File: src/rtl/pipe_hazard_ctrl.sv
// pipe_hazard_ctrl: D-stage stall, exception/interrupt flush request and
// MDU busy sequencing for the five-stage pipeline.
// Optional build macro PIPE_HAZARD_CTRL_PERF_EN adds saturating stall/Req
// cycle counters (stall_cnt, req_cnt).
module pipe_hazard_ctrl #(
  parameter int MULT_CYC = 5,
  parameter int DIV_CYC  = 10
) (
  input  logic       clk,
  input  logic       reset,
  input  logic [4:0] D_A1,
  input  logic [4:0] D_A2,
  input  logic [1:0] D_Tuse_rs,
  input  logic [1:0] D_Tuse_rt,
  input  logic       D_md,
  input  logic [4:0] E_A3,
  input  logic [1:0] E_Tnew,
  input  logic [4:0] M_A3,
  input  logic [1:0] M_Tnew,
  input  logic       E_mult,
  input  logic       E_div,
  input  logic [4:0] M_ExcCode,
  input  logic [5:0] HWInt,
  input  logic [5:0] SR_IM,
  input  logic       SR_IE,
  input  logic       SR_EXL,
  output logic       stall,
  output logic       Req,
  output logic [4:0] ExcCode_out,
  output logic       mdu_busy,
  output logic       mdu_done
`ifdef PIPE_HAZARD_CTRL_PERF_EN
  ,
  output logic [31:0] stall_cnt,
  output logic [15:0] req_cnt
`endif
);

  typedef enum logic [1:0] {
    IDLE = 2'd0,
    MULT = 2'd1,
    DIV  = 2'd2
  } mdu_state_t;

  localparam logic [3:0] LP_MULT_CYC = 4'(MULT_CYC);
  localparam logic [3:0] LP_DIV_CYC  = 4'(DIV_CYC);

  mdu_state_t r_state, w_state_nxt;
  logic [3:0] r_cnt, w_cnt_nxt;
  logic       r_busy, r_done, w_done_nxt;

  logic w_haz_rs, w_haz_rt, w_haz_md;
  logic w_int_req, w_exc_req, w_req;

  // Register Tuse/Tnew hazards; register 0 is never a real dependency.
  always_comb begin
    w_haz_rs = (D_A1 != 5'd0) &&
               (((D_A1 == E_A3) && (D_Tuse_rs < E_Tnew)) ||
                ((D_A1 == M_A3) && (D_Tuse_rs < M_Tnew)));
    w_haz_rt = (D_A2 != 5'd0) &&
               (((D_A2 == E_A3) && (D_Tuse_rt < E_Tnew)) ||
                ((D_A2 == M_A3) && (D_Tuse_rt < M_Tnew)));
    w_haz_md = D_md && (r_busy || E_mult || E_div);
  end

  // Flush request and cause; an interrupt outranks an M-stage exception.
  always_comb begin
    w_int_req   = (|(HWInt & SR_IM)) && SR_IE && !SR_EXL;
    w_exc_req   = (M_ExcCode != 5'd0) && !SR_EXL;
    w_req       = w_int_req || w_exc_req;
    ExcCode_out = w_int_req ? 5'd0 : M_ExcCode;
  end

  assign Req      = w_req;
  assign stall    = (w_haz_rs || w_haz_rt || w_haz_md) && !w_req;
  assign mdu_busy = r_busy;
  assign mdu_done = r_done;

  // MDU state, counter and registered busy/done flags.
  always_ff @(posedge clk) begin
    if (reset) begin
      r_state <= IDLE;
      r_cnt   <= 4'd0;
      r_busy  <= 1'b0;
      r_done  <= 1'b0;
    end else begin
      r_state <= w_state_nxt;
      r_cnt   <= w_cnt_nxt;
      r_busy  <= (w_state_nxt != IDLE);
      r_done  <= w_done_nxt;
    end
  end

  // MDU next state: start only from IDLE and only when no flush is pending;
  // a running operation ignores new starts and flushes.
  always_comb begin
    w_state_nxt = r_state;
    w_cnt_nxt   = r_cnt;
    w_done_nxt  = 1'b0;
    case (r_state)
      IDLE: begin
        if (E_mult && !w_req) begin
          w_state_nxt = MULT;
          w_cnt_nxt   = LP_MULT_CYC;
        end else if (E_div && !w_req) begin
          w_state_nxt = DIV;
          w_cnt_nxt   = LP_DIV_CYC;
        end
      end
      MULT, DIV: begin
        if (r_cnt == 4'd1) begin
          w_state_nxt = IDLE;
          w_cnt_nxt   = 4'd0;
          w_done_nxt  = 1'b1;
        end else begin
          w_cnt_nxt = r_cnt - 4'd1;
        end
      end
      default: begin
        w_state_nxt = IDLE;
        w_cnt_nxt   = 4'd0;
      end
    endcase
  end

`ifdef PIPE_HAZARD_CTRL_PERF_EN
  logic [31:0] r_stall_cnt;
  logic [15:0] r_req_cnt;

  // Saturating counts of stalled and flushed cycles.
  always_ff @(posedge clk) begin
    if (reset) begin
      r_stall_cnt <= 32'd0;
      r_req_cnt   <= 16'd0;
    end else begin
      if (stall && (r_stall_cnt != '1)) r_stall_cnt <= r_stall_cnt + 32'd1;
      if (w_req && (r_req_cnt != '1))   r_req_cnt   <= r_req_cnt + 16'd1;
    end
  end

  assign stall_cnt = r_stall_cnt;
  assign req_cnt   = r_req_cnt;
`endif

endmodule

File: config.mk
export PLATFORM = sky130hd
export DESIGN_NAME = pipe_hazard_ctrl
export DESIGN_NICKNAME = d
export VERILOG_FILES = /design/src/rtl/pipe_hazard_ctrl.sv
export SDC_FILE = /design/constraint.sdc
export NUM_CORES = 1
export LEC_CHECK = 0
export ABC_AREA = 1
export BUFFER_PORTS_ARGS = -buffer_cell sky130_fd_sc_hd__buf_2
export CAP_MARGIN = 20
export CELL_PAD_IN_SITES_DETAIL_PLACEMENT = 1
export CELL_PAD_IN_SITES_GLOBAL_PLACEMENT = 2
export CORE_ASPECT_RATIO = 2
export CORE_MARGIN = 8
export CORE_UTILIZATION = 22
export DETAILED_ROUTE_END_ITERATION = 6
export GPL_TIMING_DRIVEN = 0
export PLACE_DENSITY = 0.87
export SKIP_LAST_GASP = 1
export SYNTH_ARGS = -nofsm -noshare
export SYNTH_HDL_FRONTEND = slang
export SYNTH_SLANG_ARGS = --single-unit
File: constraint.sdc
create_clock -name clk -period 2.51 [get_ports clk]
set_clock_uncertainty 0.05 [all_clocks]
set_input_delay 0.502 -clock clk [delete_from_list [all_inputs] [get_ports clk]]
set_output_delay 0.502 -clock clk [all_outputs]
set_load 0.01 [all_outputs]
==> summary.md <==
| Metric | Value |
|---|---|
| Antenna violations before repair | `0` |
| Portion of the post-synthesis area used by sequential elements | `0.1481` |
| Area used by sequential logic in the layout | `160.2 um2` |
| Internal reg-to-reg setup slack | `1.07 ns` |
| Wirelength, routed | `4221 um` |
| Max-slew headroom | `0.8098` |
| Count of boundary I/O pins | `61` |
| Synth Net Count | `242` |
| Worst path slowest cell | `ha_1` |
| Fmax achieved | `0.4300 GHz` |
| Maximum fanout encountered on the critical timing path | `2` |
| Horiz. Die Dim | `65.57 um` |
| Clock-pin slew reported for the worst setup and hold paths after clock tree synthesis | `0.04 ns` |
| Vias per cell | `4.513` |
| Worst EP arrival | `1.77 ns` |
| Cell count along the critical path | `12` |
| Commonest non-fill, non-tap cells in the layout | `60 x buf_2, 50 x nand2_1, 34 x inv_1, 15 x nor2_1, 12 x nand3_1` |
| CTS Root Buffer Type | `clkbuf_8` |
| Post-DR wirelength/cell | `13.98 um` |
| TNS Setup | `0 ns` |
| Hold depth | `2` |
| Number of setup violations in the final report | `0` |
| Status | `finished clean` |
| CTS tree | `yes` |
| Multi-input gate area in the final layout | `763.2 um2` |
| Total power divided by cell area | `368.7 mW/mm2` |
| Total placed instance area | `0.001453 mm2` |
| Synth Cell Area | `0.001081 mm2` |
| Clock Sink Count | `8` |
| Pleak | `0.8821 nW` |
| Combined global-route utilization of all metal layers | `0.1133` |
| Crit-path max cell delay | `0.23 ns` |
| Via count of the routed design | `1363` |
| Synthesis-to-layout area growth | `38.19%` |
| Core area | `0.004820 mm2` |
| #FFs+latches synth | `8` |
| Syn avg cell area | `5.940 um2` |
| Max Cap Viol | `0` |
| Final cell area excluding filler cells | `0.001494 mm2` |
| Clock latency at the later pin of the worst-skew pair | `0.22 ns` |
| Area enclosed by the die boundary | `0.007549 mm2` |
| Remaining antenna violation count after routing | `0` |
| Worst reg-to-reg path cell count | `6` |
| Slew of the pin with the lowest slew margin | `0.2829 ns` |
| Post-detailed-route DRC marker count | `0` |
| Final period demand of the worst path | `2.325 ns` |
| Cell breakdown of the critical path | `buf_2, inv_1, ha_1, a21boi_0, nor3_1, nand2_1, nand2_1, nand2_1, nand3_1, nand2_1, inv_1, buf_2` |
| Endpoint type of the worst setup path | `output pin` |
| Post-layout instance count excluding filler cells | `302` |
| Number of global-route vias before repair | `1525` |
| Setup repair after global routing missed its margin | `false` |
| Min Hold Slack | `0.4379 ns` |
| Chip Height | `115.1 um` |
| Warnings, synthesis | `0` |
| Number of iterations in the first detailed-routing pass | `4` |
| Total count of max-transition violations in the final report | `0` |
| Worst hold path startpoint | `r_cnt[1]$_SDFFE_PP0P_` |
| Total congestion overflow after global routing | `0` |
| Total design power | `0.5509 mW` |
| Most common cell after layout, fill and taps aside | `buf_2` |
| Number of filler instances in the final layout | `650` |
| Ant diodes | `0` |
| Netlist cell types | `27` |
| Wire length of the first global-routing pass | `6686 um` |
| Nets | `307` |
| Worst setup path startpoint | `M_Tnew[1]` |
| Hold bufs inserted after CTS | `0` |
| Mapped Cells | `182` |
| Kind of critical path | `in2out` |
| Post-placement cell count | `299` |
| Number of buffers added on ports | `60` |
| Crit path max-delay family | `simple AND/OR/NAND/NOR gates` |
| Number of buffer and inverter stages on the critical path | `4` |
| Layout cell share with drive strength beyond 1 | `0.3265` |
| Hold violation count in the final report | `0` |
| Capture point of the worst reg-to-reg path | `r_cnt[1]$_SDFFE_PP0P_` |
| Iter 0 DRT Violations | `35` |
| Starting density of the core | `0.2243` |
| Final worst-path cycle share | `0.9265` |
| Worst path required time | `1.96 ns` |
| VDD IR-drop max | `0.4115 mV` |
| Level count of the clock H-tree | `1` |
| Post-CTS setup buffer count | `0` |
| Number of core rows | `36` |
| Number of buffers on the longest clock path | `2` |
| Beginning of the worst register-to-register path | `r_cnt[0]$_SDFFE_PP0P_` |
| Largest net degree at the start of global routing | `7` |
| Hold path endpoint | `r_cnt[1]$_SDFFE_PP0P_` |
| Tightest Hold Check Type | `reg2reg` |
| Routability-driven placement congestion ratio | `0.9147` |
| Startpoint kind of the worst setup timing path | `primary input` |
| Cell repeated most along the worst path | `nand2_1` |
| CTS Buf Count | `3` |
| Half-perimeter wire length after detailed placement | `3977 um` |
through the flow:
| stage | worst slack [ns] | utilization |
|---|---|---|
| CTS | 0.08853 | 0.3100 |
| detailed placement | 0.09099 | 0.3014 |
| floorplan | 0.5434 | - |
| finish | 0.1846 | 0.3100 |
| global route | 0.04925 | 0.3100 |
| global placement | 0.1286 | 0.3014 |
cells by family (layout without fill, tap and decap cells):
logic type	Yosys count	count (layout)	synth area share
xor+xnor	7	7	0.05671
flops	8	8	0.1481
buf+inv	41	104	0.1458
fa+ha+maj	8	8	0.09260
simple gates	96	96	0.4201
compound gates	22	22	0.1366
layer usage:
metal  global-route usage  routed length, um
met1              0.09075               1307
met2               0.2386               2467
met3              0.03512                355
met4              0.03372                 91
met5                    0                  0
what timing repair did:
item | CTS | global route
endpoints found under the setup margin | 0 | 1
gates resized for setup | 0 | 0
endpoints found under the hold margin | 0 | 0
report_power, final:
| part | internal (mW) | leakage, nW | switching, mW |
|---|---|---|---|
| Clock | 0.104 | 0.0216 | 0.0468 |
| Sequential | 0.141 | 0.0656 | 0.0116 |
| Combinational | 0.104 | 0.795 | 0.144 |
| Total | 0.349 | 0.882 | 0.202 |
state kept, by name (all words and copies together) (netlist names):
signal    flops
mdu_busy      1
mdu_done      1
r_cnt         4
r_state       2
synthesized netlist by cell type:
| cell | count | area, um2 |
|---|---|---|
| o21ai_1 | 1 | 5.000 |
| o21ai_4 | 1 | 16.27 |
| nor2_2 | 1 | 6.260 |
| nor4_1 | 1 | 6.260 |
| o21ai_0 | 2 | 10.01 |
| or2_2 | 1 | 6.260 |
| a211oi_1 | 1 | 7.510 |
| nand3_2 | 2 | 20.02 |
| o211ai_1 | 3 | 22.52 |
| a21boi_0 | 3 | 22.52 |
| dfxtp_1 | 8 | 160.2 |
| nor2_1 | 15 | 56.30 |
| nor3_1 | 7 | 35.03 |
| inv_2 | 4 | 15.01 |
| xor2_1 | 7 | 61.31 |
| nand4_1 | 2 | 12.51 |
| inv_1 | 34 | 127.6 |
| nand3_1 | 12 | 60.06 |
| o22ai_1 | 3 | 18.77 |
| nand2_2 | 1 | 6.260 |
| ha_1 | 8 | 100.1 |
| nand2_4 | 2 | 22.52 |
| o31ai_1 | 2 | 15.01 |
| nand2_1 | 50 | 187.7 |
| clkinv_2 | 3 | 15.01 |
| nand3_4 | 2 | 35.03 |
| a21oi_1 | 6 | 30.03 |
tightest hold or removal path, stage by stage, from the launching register on:
cell,delay [ns]
dfxtp_1,0.32
nand2_1,0.07
a21oi_1,0.05
final cells by class:
type | instances | area share
tap | 57 | 0.04774
inverter | 41 | 0.1055
timing repair buffer | 60 | 0.2010
clock buffer | 3 | 0.02764
sequential | 8 | 0.1072
multi-input combinational | 133 | 0.5109
worst max-delay path by stage:
| stage | end | slack (ns) |
|---|---|---|
| 2_1_floorplan | stall | 0.54 |
| 3_3_place_gp | stall | 0.13 |
| 3_5_place_dp | stall | 0.09 |
| 4_1_cts | stall | 0.09 |
| 5_1_grt | stall | 0.05 |
| 6_report | stall | 0.18 |
No activity file was read; power rests on OpenSTA's default activity.
